<file path="src/rtl/dmem_rmw_if.sv">
// Signal bundle between the MEM stage, dmem_rmw_ctrl and the word-wide dmem.
// slave = the sequencer; master = the pipeline/memory side driving it.
interface dmem_rmw_if #(
  parameter int ADDR_W = 32
);
  logic              req_valid;
  logic              req_ready;
  logic              req_we;
  logic [1:0]        req_size;
  logic              req_unsigned;
  logic [ADDR_W-1:0] req_addr;
  logic [31:0]       req_wdata;

  logic              rsp_valid;
  logic [31:0]       rsp_rdata;
  logic              rsp_err;
  logic              stall;

  logic [ADDR_W-1:0] mem_ra;
  logic [31:0]       mem_rd;
  logic              mem_we;
  logic [ADDR_W-1:0] mem_wa;
  logic [31:0]       mem_wd;

  modport slave (
    input  req_valid, req_we, req_size, req_unsigned, req_addr, req_wdata, mem_rd,
    output req_ready, rsp_valid, rsp_rdata, rsp_err, stall,
           mem_ra, mem_we, mem_wa, mem_wd
  );

  modport master (
    output req_valid, req_we, req_size, req_unsigned, req_addr, req_wdata, mem_rd,
    input  req_ready, rsp_valid, rsp_rdata, rsp_err, stall,
           mem_ra, mem_we, mem_wa, mem_wd
  );
endinterface

</file>
<file path="src/rtl/dmem_rmw_ctrl.sv">
// Byte/half/word load-store sequencer onto an aligned word dmem; sub-word stores use read-modify-write.
// Optional build macro DMEM_MISALIGN_TRAP_EN: misaligned/illegal requests return rsp_err with no mem access.
module dmem_rmw_ctrl #(
  parameter int ADDR_W = 32
) (
  input logic       clk,
  input logic       rst_n,
  dmem_rmw_if.slave bus
);
  // state | meaning
  // IDLE  | ready to accept a request
  // RD    | aligned word read; load lane extract or store merge
  // WR    | full or merged word written to dmem
  // DONE  | one-cycle response strobe
  typedef enum logic [1:0] {IDLE, RD, WR, DONE} state_t;

  localparam logic [1:0] SZ_WORD = 2'b00;
  localparam logic [1:0] SZ_HALF = 2'b01;
  localparam logic [1:0] SZ_BYTE = 2'b10;

  state_t            state_q, state_d;
  logic [ADDR_W-1:0] addr_q, ra_q, wa_q;
  logic [1:0]        size_q;
  logic              we_q, uns_q;
  logic [15:0]       wdata_q;
  logic [31:0]       rdata_q, wd_q;

  logic              accept, req_bad, req_word;
  logic [1:0]        req_size_eff;
  logic [ADDR_W-1:0] req_addr_al, addr_al;
  logic [7:0]        lane_b;
  logic [15:0]       lane_h;
  logic [31:0]       load_ext, merged;
  logic              ready_c, stall_c, mem_we_c, rsp_valid_c;

  assign accept       = bus.req_valid && (state_q == IDLE);
  // size 11 only reaches the datapath when it is not trapped; it then behaves as a word
  assign req_size_eff = (bus.req_size == 2'b11) ? SZ_WORD : bus.req_size;
  assign req_word     = (req_size_eff == SZ_WORD);
  assign req_addr_al  = {bus.req_addr[ADDR_W-1:2], 2'b00};
  assign addr_al      = {addr_q[ADDR_W-1:2], 2'b00};

`ifdef DMEM_MISALIGN_TRAP_EN
  logic err_q;

  assign req_bad = (bus.req_size == 2'b11) ||
                   ((bus.req_size == SZ_HALF) && bus.req_addr[0]) ||
                   ((bus.req_size == SZ_WORD) && (bus.req_addr[1:0] != 2'b00));

  always_ff @(posedge clk or negedge rst_n) begin
    if (!rst_n) begin
      err_q <= 1'b0;
    end else if (accept) begin
      err_q <= req_bad;
    end
  end

  assign bus.rsp_err = err_q;
`else
  assign req_bad     = 1'b0;
  assign bus.rsp_err = 1'b0;
`endif

  always_ff @(posedge clk or negedge rst_n) begin
    if (!rst_n) begin
      state_q <= IDLE;
    end else begin
      state_q <= state_d;
    end
  end

  always_comb begin
    state_d     = state_q;
    ready_c     = 1'b0;
    stall_c     = 1'b1;
    mem_we_c    = 1'b0;
    rsp_valid_c = 1'b0;
    case (state_q)
      IDLE: begin
        ready_c = 1'b1;
        stall_c = 1'b0;
        if (accept) begin
          if (req_bad) begin
            state_d = DONE;
          end else if (bus.req_we && req_word) begin
            state_d = WR;
          end else begin
            state_d = RD;
          end
        end
      end
      RD: begin
        state_d = we_q ? WR : DONE;
      end
      WR: begin
        mem_we_c = 1'b1;
        state_d  = DONE;
      end
      DONE: begin
        rsp_valid_c = 1'b1;
        state_d     = IDLE;
      end
      default: begin
        state_d = IDLE;
      end
    endcase
  end

  // Lane extract for loads and lane replace for sub-word stores, both from the live read word
  always_comb begin
    lane_b = bus.mem_rd[{addr_q[1:0], 3'b000} +: 8];
    lane_h = addr_q[1] ? bus.mem_rd[31:16] : bus.mem_rd[15:0];

    case (size_q)
      SZ_BYTE: load_ext = {{24{lane_b[7] & ~uns_q}}, lane_b};
      SZ_HALF: load_ext = {{16{lane_h[15] & ~uns_q}}, lane_h};
      default: load_ext = bus.mem_rd;
    endcase

    merged = bus.mem_rd;
    case (size_q)
      SZ_BYTE: merged[{addr_q[1:0], 3'b000} +: 8] = wdata_q[7:0];
      SZ_HALF: begin
        if (addr_q[1]) begin
          merged[31:16] = wdata_q;
        end else begin
          merged[15:0] = wdata_q;
        end
      end
      default: merged = bus.mem_rd;
    endcase
  end

  always_ff @(posedge clk or negedge rst_n) begin
    if (!rst_n) begin
      addr_q  <= '0;
      size_q  <= SZ_WORD;
      we_q    <= 1'b0;
      uns_q   <= 1'b0;
      wdata_q <= '0;
      rdata_q <= '0;
      ra_q    <= '0;
      wa_q    <= '0;
      wd_q    <= '0;
    end else begin
      if (accept) begin
        addr_q  <= bus.req_addr;
        size_q  <= req_size_eff;
        we_q    <= bus.req_we;
        uns_q   <= bus.req_unsigned;
        wdata_q <= bus.req_wdata[15:0];
        rdata_q <= '0;
        // mem_ra / mem_wa / mem_wd only move when the access will actually use them
        if (!req_bad && !(bus.req_we && req_word)) begin
          ra_q <= req_addr_al;
        end
        if (!req_bad && bus.req_we && req_word) begin
          wa_q <= req_addr_al;
          wd_q <= bus.req_wdata;
        end
      end
      if (state_q == RD) begin
        if (we_q) begin
          wa_q <= addr_al;
          wd_q <= merged;
        end else begin
          rdata_q <= load_ext;
        end
      end
    end
  end

  assign bus.req_ready = ready_c;
  assign bus.stall     = stall_c;
  assign bus.mem_we    = mem_we_c;
  assign bus.rsp_valid = rsp_valid_c;
  assign bus.rsp_rdata = rdata_q;
  assign bus.mem_ra    = ra_q;
  assign bus.mem_wa    = wa_q;
  assign bus.mem_wd    = wd_q;
endmodule

</file>
<file path="src/flat_wrapper.sv">
// flat-port wrapper written by rule: the top's interface ports become plain ports
module dmem_rmw_ctrl_flat 
#(
  parameter int ADDR_W = 32
)
  (clk, rst_n, bus_req_valid, bus_req_we, bus_req_size, bus_req_unsigned, bus_req_addr, bus_req_wdata, bus_mem_rd, bus_req_ready, bus_rsp_valid, bus_rsp_rdata, bus_rsp_err, bus_stall, bus_mem_ra, bus_mem_we, bus_mem_wa, bus_mem_wd);
  dmem_rmw_if #(.ADDR_W(ADDR_W)) bus_i ();
  input logic clk;
  input logic rst_n;
  input wire logic [$bits(bus_i.req_valid)-1:0] bus_req_valid;
  input wire logic [$bits(bus_i.req_we)-1:0] bus_req_we;
  input wire logic [$bits(bus_i.req_size)-1:0] bus_req_size;
  input wire logic [$bits(bus_i.req_unsigned)-1:0] bus_req_unsigned;
  input wire logic [$bits(bus_i.req_addr)-1:0] bus_req_addr;
  input wire logic [$bits(bus_i.req_wdata)-1:0] bus_req_wdata;
  input wire logic [$bits(bus_i.mem_rd)-1:0] bus_mem_rd;
  output wire logic [$bits(bus_i.req_ready)-1:0] bus_req_ready;
  output wire logic [$bits(bus_i.rsp_valid)-1:0] bus_rsp_valid;
  output wire logic [$bits(bus_i.rsp_rdata)-1:0] bus_rsp_rdata;
  output wire logic [$bits(bus_i.rsp_err)-1:0] bus_rsp_err;
  output wire logic [$bits(bus_i.stall)-1:0] bus_stall;
  output wire logic [$bits(bus_i.mem_ra)-1:0] bus_mem_ra;
  output wire logic [$bits(bus_i.mem_we)-1:0] bus_mem_we;
  output wire logic [$bits(bus_i.mem_wa)-1:0] bus_mem_wa;
  output wire logic [$bits(bus_i.mem_wd)-1:0] bus_mem_wd;
  assign bus_i.req_valid = bus_req_valid;
  assign bus_i.req_we = bus_req_we;
  assign bus_i.req_size = bus_req_size;
  assign bus_i.req_unsigned = bus_req_unsigned;
  assign bus_i.req_addr = bus_req_addr;
  assign bus_i.req_wdata = bus_req_wdata;
  assign bus_i.mem_rd = bus_mem_rd;
  assign bus_req_ready = bus_i.req_ready;
  assign bus_rsp_valid = bus_i.rsp_valid;
  assign bus_rsp_rdata = bus_i.rsp_rdata;
  assign bus_rsp_err = bus_i.rsp_err;
  assign bus_stall = bus_i.stall;
  assign bus_mem_ra = bus_i.mem_ra;
  assign bus_mem_we = bus_i.mem_we;
  assign bus_mem_wa = bus_i.mem_wa;
  assign bus_mem_wd = bus_i.mem_wd;
  dmem_rmw_ctrl #(.ADDR_W(ADDR_W)) u_core (.clk(clk), .rst_n(rst_n), .bus(bus_i));
endmodule
</file>
<file path="config.mk">
export PLATFORM = sky130hd
export DESIGN_NAME = dmem_rmw_ctrl_flat
export DESIGN_NICKNAME = d
export VERILOG_FILES = /design/src/rtl/dmem_rmw_if.sv /design/src/rtl/dmem_rmw_ctrl.sv /design/src/flat_wrapper.sv
export SDC_FILE = /design/constraint.sdc
export NUM_CORES = 1
export LEC_CHECK = 0
export CORE_MARGIN = 5
export CORE_UTILIZATION = 52
export CTS_CLUSTER_SIZE = 10
export DETAILED_ROUTE_END_ITERATION = 10
export GPL_TIMING_DRIVEN = 0
export PLACE_DENSITY_LB_ADDON = 0.05
export SYNTH_ARGS = -nofsm -noshare
export SYNTH_HDL_FRONTEND = slang
export SYNTH_SLANG_ARGS = --single-unit
</file>
<file path="constraint.sdc">
create_clock -name clk -period 5.4 [get_ports clk]
set_input_delay 1.35 -clock clk [delete_from_list [all_inputs] [get_ports clk]]
set_output_delay 1.35 -clock clk [all_outputs]
set_load 0.03 [all_outputs]
</file>
==> flow_summary_export.csv, run 1 <==
group,metric,value,unit
sta,worst_slew_pin_slew,0.7400,ns
placement,placed_cells,1240,
global_route,grt_pass1_wl,41.28,mm
cts,cts_hold_buf,0,
worst_hold_path,hold-path-cell-count,1,
worst_setup_path,crit_chain,"inv_1, ha_1, inv_1, clkdlybuf4s50_1",
worst_setup_path,cpMostUsedCell,"inv_1",
layout,fill_cells,1222,
cts,cts_buffers,17,
worst_setup_path,rrSetupSlack,2.79,ns
worst_hold_path,min_from,"u_core.bus.mem_ra[5]",
worst_setup_path,crit_slowest_cell,"clkdlybuf4s50_1",
global_route,grt_pass1_vias,7561,
worst_setup_path,cp_top_family,"buffers and inverters",
floorplan,die_x,138.7,microns
sta,max_freq,291.8,MHz
synthesis,synth_top_area_share,52.30,%
cts,cts-root-buf,"clkbuf_16",
worst_setup_path,start_kind,"flop",
cts,cts.sinks,180,
power_and_ir_drop,peakVddDrop,0.0003672,V
global_route,antenna_found_initial,1,
sta,min_period,3.427,ns
detailed_routing,route.antenna.remaining_nets,0,
sta,rsz0062_at_grt,"false",
synthesis,synth_edf_count,0,
layout,post-route-util,72.09,%
synthesis,avgSynthCellArea,10.97,sq um
floorplan,row_count,47,
worst_setup_path,slowest_delay,0.74,ns
sta,slew_headroom,50.67,%
cts,ctsLongestPathBuffers,2,
floorplan,start_util,52.49,%
global_route,grt_max_degree,112,
placement,dp_hpwl,19.41,mm
sta,setup_viol,0,
power_and_ir_drop,power_density,669.7,nW/um^2
sta,finalHoldViolCount,0,
synthesis,ys_seq_area_share,52.30,%
worst_setup_path,crit_arrival,2.08,ns
detailed_routing,drt_first_pass_iters,5,
placement,place_area,11250,sq um
detailed_routing,drc,0,
sta,period_share,63.46,%
worst_setup_path,crit_path_end_kind,"output port",
worst_setup_path,worst-r2r-cell-count,8,
cts,cts_tree,"yes",
worst_hold_path,min_to,"u_core.bus.mem_ra[5]",
layout,drive_gt1_share,16.08,%
detailed_routing,drtIter0Drc,507,
outcome,status,"finished clean",
floorplan,dieArea,19230,sq um
detailed_routing,routed_wl,26.14,mm
worst_setup_path,reg2reg_from,"u_core.addr_q[1]",
synthesis,yosys_register_bits,180,
floorplan,coreArea,16410,sq um
cts,insertion_delay,0.43,ns
layout,final_nets,1155,
sta,worst_clock_skew,0.009592,ns
cts,post_cts_buffers,0,
worst_hold_path,hold_path.class,"reg2reg",
run,drv_cap,0,
detailed_routing,vias,7440,
global_route,grt_overflow_total,0,
global_route,grt_use_total,26.92,%
cts,cts.clk_slew.worst_paths,0.07,ns
layout,areaGrowthSynthToFinish,37.34,%
synthesis,synth_cell_type_count,50,
floorplan,die_h,138.7,microns
floorplan,io_pins,236,
layout,insertedDiodeCount,0,
cts,cts_max_level,4,
worst_setup_path,path_buf_inv,3,
worst_setup_path,path_class,"reg2out",
cts,post_cts.resized_instances,0,
worst_setup_path,r2r-end,"u_core.bus.mem_wd[24]",
synthesis,netlist_area,8612,sq um
detailed_routing,drt-wirelength-per-cell,20.57,microns
synthesis,yosysTopAreaCell,"dfrtp_1",
layout,fin_cells,1271,
synthesis,yosysWarnings,0,
synthesis,synthArstFlopShare,100.0,%
placement,portBuffers,232,
sta,final_max_slew_viol_count,0,
power_and_ir_drop,p_leak,5.008,nW
detailed_routing,via_per_inst,5.854,
synthesis,ys.flop_type,"dfrtp_1",
worst_setup_path,crit_required,4.05,ns
synthesis,synth_cells,785,
placement,place.gp.congestion,0.9457,
layout,fin_area,11830,sq um
synthesis,synthTopCellsByArea,"dfrtp_1 (52%), mux2_2 (14%), nand2_1 (6.2%)",
worst_setup_path,worstPathMaxFanout,6,
==> synthesized netlist by cell type (all sizes together), types with 7 or more instances <==
library cell / n
clkbuf: 33
buf: 29
a221o: 35
o211ai: 7
a31oi: 42
nand2: 143
dfrtp: 180
mux2: 105
nor2b: 12
a21oi: 33
a311oi: 9
a221oi: 25
ha: 13
a32oi: 9
inv: 17
nor2: 44
==> registers in the layout, summed over array words and instances, names as in the netlist, 2 cells and up <==
signal and count:
u_core.state_q 2, u_core.wdata_q 16, u_core.bus.mem_wa 32, u_core.addr_q 32, u_core.bus.rsp_rdata 32, u_core.size_q 2
u_core.bus.mem_ra 30, u_core.bus.mem_wd 32
==> placed cells by master (no fill, tap or decap), drive strengths merged, types with 2 or more instances in the layout <==
cell             n
nor4b            2
ha              13
mux2i            4
and2             2
a32oi            9
a31oi           42
nand2b           2
and3b            2
a211oi           5
nand2          143
buf             31
o211ai           7
a221oi          25
nor2            44
clkinvlp         4
clkinv           4
clkbuf          52
nor2b           12
clkdlybuf4s50  231
a21oi           33
o311ai           2
a311oi           9
o21ai            4
conb             3
a221o           35
a2bb2oi          4
and3             3
dfrtp          180
a22oi            2
mux2           105
inv             20
nand3            2
a32o             3
==> metal layers <==
| metal | vias up | part of all wire (%) | global-route usage [%] |
|---|---|---|---|
| met5 | - | 0 | 0 |
| met4 | 0 | 3.0 | 9.629 |
| met3 | 43 | 7.6 | 7.103 |
| met2 | 290 | 49 | 43.83 |
| met1 | 3716 | 41 | 35.05 |
| li1 | 3391 | - | - |
==> stage by stage <==
step / power, W / hold WS [ns] / setup TNS, ns / setup WS [ns]
after global routing: 0.008343 / 0.5193 / 0 / 1.865
after CTS: 0.007946 / 0.5076 / 0 / 1.971
final: 0.007921 / 0.5058 / 0 / 1.973
after global placement: 0.006630 / 0.4865 / -810.60 / -4.522
after floorplan: 0.005033 / 0.4802 / 0 / 2.733
after detailed placement: 0.006708 / 0.4921 / 0 / 1.784
==> area by class of cell <==
type	instances	area (sq um)	share of cell area [%]
sequential	180	4504	38.08
multi-input combinational	528	3762	31.81
timing repair buffer	233	2355	19.91
clock buffer	19	452.9	3.829
buffer	62	289.0	2.444
tap	220	275.3	2.327
clock inverter	12	125.1	1.058
inverter	17	63.81	0.5395
==> report_power, final <==
group | switching, W | internal (W)
clock network | 0.000547 | 0.000667
logic | 0.00239 | 0.00184
registers | 0.000445 | 0.00203
total | 0.00338 | 0.00454
==> worst max path at each step <==
stage	from	endpoint	slack, ns	cells past startpoint
finish	u_core.state_q[0]	bus_stall	1.97	4
global route	u_core.state_q[0]	bus_stall	1.87	4
CTS	u_core.state_q[0]	bus_stall	1.97	4
detailed placement	bus_req_valid	u_core.bus.mem_wd[31]	1.78	6
global placement	rst_n	u_core.bus.mem_ra[10]	-4.52	1
floorplan	bus_req_size[0]	u_core.bus.mem_ra[10]	2.73	6
==> cell families after synthesis <==
group                      count (synthesis)  synth area share, %
AOI/OAI and AO/OA                        182                16.29
adders and majority gates                 13                1.889
and+or+nand+nor                          220                10.93
buffers and inverters                     79                4.097
other                                      1              0.04354
DFF                                      180                52.30
muxes                                    110                14.46
==> worst register-to-register path, stage by stage (launching register included) <==
cell	delay (ns)
dfrtp_1	0.37
buf_4	0.22
buf_6	0.18
inv_1	0.13
ha_1	0.34
or3b_2	0.51
nor4_2	0.46
nand2_1	0.14
a32oi_1	0.17
Power figures use the tool's default switching activity.
==> run 2, diff against run 1 <==
--- a/config.mk
+++ b/config.mk
@@ -6,7 +6,7 @@
 export NUM_CORES = 1
 export LEC_CHECK = 0
 export CORE_MARGIN = 5
-export CORE_UTILIZATION = 52
+export CORE_UTILIZATION = 44
 export CTS_CLUSTER_SIZE = 10
 export DETAILED_ROUTE_END_ITERATION = 10
 export GPL_TIMING_DRIVEN = 0
==> constraint.sdc (replaced) <==
create_clock -name clk -period 2.89 [get_ports clk]
set_input_delay 0.7225 -clock clk [delete_from_list [all_inputs] [get_ports clk]]
set_output_delay 0.7225 -clock clk [all_outputs]
set_load 0.03 [all_outputs]
==> run 2 against run 1 <==
  * Global-route usage down 2.4 points
  * First-iteration DRC count down 16%
  * Combinational power up 87%
  * Setup slack got worse by 1.8 ns
  * Flip-flop and latch count is the same
  * Register-to-register slack got worse by 2.4 ns
  * Critical endpoint is now bus_req_ready
  * Highest routed layer unchanged
==> flow_summary_export.csv, run 2 (synthesis gave the netlist of run 1 again) <==
group,metric,value,unit
power_and_ir_drop,clkPwrFrac,15.9,%
sta,setup_tns,0,ns
placement,dp_hpwl,19.92,mm
placement,place.gp.congestion,0.8732,
detailed_routing,drt_first_pass_iters,4,
detailed_routing,route.antenna.remaining_nets,0,
global_route,grt_use_total,24.48,%
cts,cts.sinks,180,
layout,drive_gt1_share,16.16,%
layout,insertedDiodeCount,0,
worst_setup_path,crit_required,2.17,ns
worst_setup_path,r2r-end,"u_core.bus.mem_wd[31]",
power_and_ir_drop,p_switching,0.006401,W
power_and_ir_drop,seq_power_share,31.1,%
worst_hold_path,hold_path.class,"in2async",
cts,post_cts_buffers,0,
sta,worst_slew_pin_slew,0.7339,ns
worst_setup_path,crit_arrival,1.97,ns
floorplan,io_pins,236,
worst_setup_path,slowest_delay,0.75,ns
cts,cts-root-buf,"clkbuf_16",
cts,cts_tree,"yes",
worst_setup_path,path_buf_inv,2,
detailed_routing,drtIter0Drc,428,
floorplan,dieArea,22470,sq um
sta,finalHoldViolCount,0,
worst_setup_path,crit_path_end_kind,"output port",
detailed_routing,via_per_inst,5.524,
power_and_ir_drop,p_sw_share,43.00,%
worst_setup_path,path_class,"reg2out",
sta,period_share,93.28,%
floorplan,coreArea,19400,sq um
run,drv_cap,0,
sta,whs,0.2288,ns
sta,slew_headroom,51.07,%
layout,fill_cells,1699,
worst_setup_path,reg2reg_from,"u_core.addr_q[1]",
sta,final_max_slew_viol_count,0,
worst_setup_path,crit_slowest_cell,"clkdlybuf4s50_1",
power_and_ir_drop,power_density,1250,nW/um^2
sta,max_freq,371.0,MHz
worst_setup_path,crit_chain,"inv_1, ha_1, clkdlybuf4s50_1",
worst_setup_path,worstPathMaxFanout,6,
global_route,grt_pass1_wl,42.74,mm
layout,areaGrowthSynthToFinish,38.31,%
layout,mostFrequentLayoutCell,"clkdlybuf4s50_1",
detailed_routing,drt-wirelength-per-cell,20.49,microns
cts,cts_buffers,17,
worst_setup_path,path_depth,3,
power_and_ir_drop,finalPower,0.01489,W
layout,post-route-util,61.40,%
floorplan,start_util,44.39,%
global_route,grt_max_degree,117,
sta,min_period,2.696,ns
global_route,antenna_found_initial,0,
power_and_ir_drop,combPwrFrac,53.1,%
floorplan,row_count,51,
detailed_routing,routed_wl,26.99,mm
cts,insertion_delay,0.43,ns
floorplan,die_x,149.9,microns
layout,final_cell_mix,"clkdlybuf4s50_1 (230), dfrtp_1 (180), nand2_1 (142)",
power_and_ir_drop,internal_power,0.008485,W
floorplan,die_h,149.9,microns
global_route,grt_overflow_total,0,
cts,ctsLongestPathBuffers,2,
layout,fin_area,11910,sq um
worst_setup_path,cp_top_family,"buffers and inverters",
sta,setup_viol,0,
sta,worst_clock_skew,0.008611,ns
power_and_ir_drop,peakVddDrop,0.0005832,V
detailed_routing,drc,0,
cts,cts.clk_slew.worst_paths,0.07,ns
worst_setup_path,crit_path_end,"bus_req_ready",
worst_setup_path,rrSetupSlack,0.35,ns
cts,cts_max_level,4,
layout,final_nets,1155,
worst_setup_path,start_kind,"flop",
worst_setup_path,worst-r2r-cell-count,8,
placement,portBuffers,232,
power_and_ir_drop,p_leak,5.031,nW
global_route,grt_pass1_vias,7396,
sta,rsz0062_at_grt,"false",
placement,place_area,11310,sq um
worst_setup_path,crit_start,"u_core.state_q[1]",
outcome,status,"finished clean",
detailed_routing,vias,7275,
## run 2: changes by cell type in the layout (fill, tap and decap cells not counted), sizes merged
cell	change
clkbuf	-1
inv	+3
dlymetal6s2s	+1
clkinvlp	-2
clkinv	+1
clkdlybuf4s50	-1
## run 2: power groups by stage
stage / registers [W] / logic [W] / clock network, W
after floorplan: 0.00617 / 0.00323 / 0
after global placement: 0.00463 / 0.00787 / 0
after detailed placement: 0.00464 / 0.00793 / 0
after CTS: 0.00461 / 0.00796 / 0.00241
after global routing: 0.00478 / 0.00847 / 0.00253
final: 0.00462 / 0.00790 / 0.00236
## run 2: how the worst min path moves through the flow
stage	from	endpoint	slack, ns
2_1_floorplan	rst_n	u_core.addr_q[0]	0.43
3_3_place_gp	u_core.bus.mem_ra[20]	u_core.bus.mem_ra[20]	0.49
3_5_place_dp	u_core.bus.mem_ra[22]	u_core.bus.mem_ra[22]	0.49
4_1_cts	rst_n	u_core.bus.rsp_rdata[19]	0.24
5_1_grt	rst_n	u_core.bus.rsp_rdata[19]	0.26
6_report	rst_n	u_core.bus.rsp_rdata[19]	0.23
## run 2: through the flow
| stage | worst slack (ns) | cells |
|---|---|---|
| 3_5_place_dp | -0.1352 | 1285 |
| 5_1_grt | 0.05771 | 1317 |
| 3_3_place_gp | -6.712 | 1284 |
| 6_report | 0.1943 | 1317 |
| 4_1_cts | 0.09979 | 1317 |
| 2_1_floorplan | 0.7438 | 787 |
## run 2: per-layer routing
metal | routed length [microns] | up-vias | global-route usage [%]
met1 | 11780 | 3608 | 33.59
met4 | 640 | 0 | 7.365
met3 | 2038 | 33 | 6.481
li1 | - | 3393 | -
met5 | 0 | - | 0
met2 | 12520 | 241 | 38.23
## run 2: layout make-up
type                    count  area [sq um]  area share (%)
well taps                 265         331.6           2.784
repair buffers            233          2357           19.79
inverters                  17         63.81          0.5357
clock inverters            14         163.9           1.376
flip-flops and latches    180          4504           37.82
multi-input cells         528          3762           31.59
clock buffers              18         439.2           3.687
plain buffers              62         289.0           2.426
## run 2: what timing repair did
item | CTS | global route
endpoints found under the setup margin | 0 | 1
hold buffers | 0 | 0
resized for setup | 0 | 1
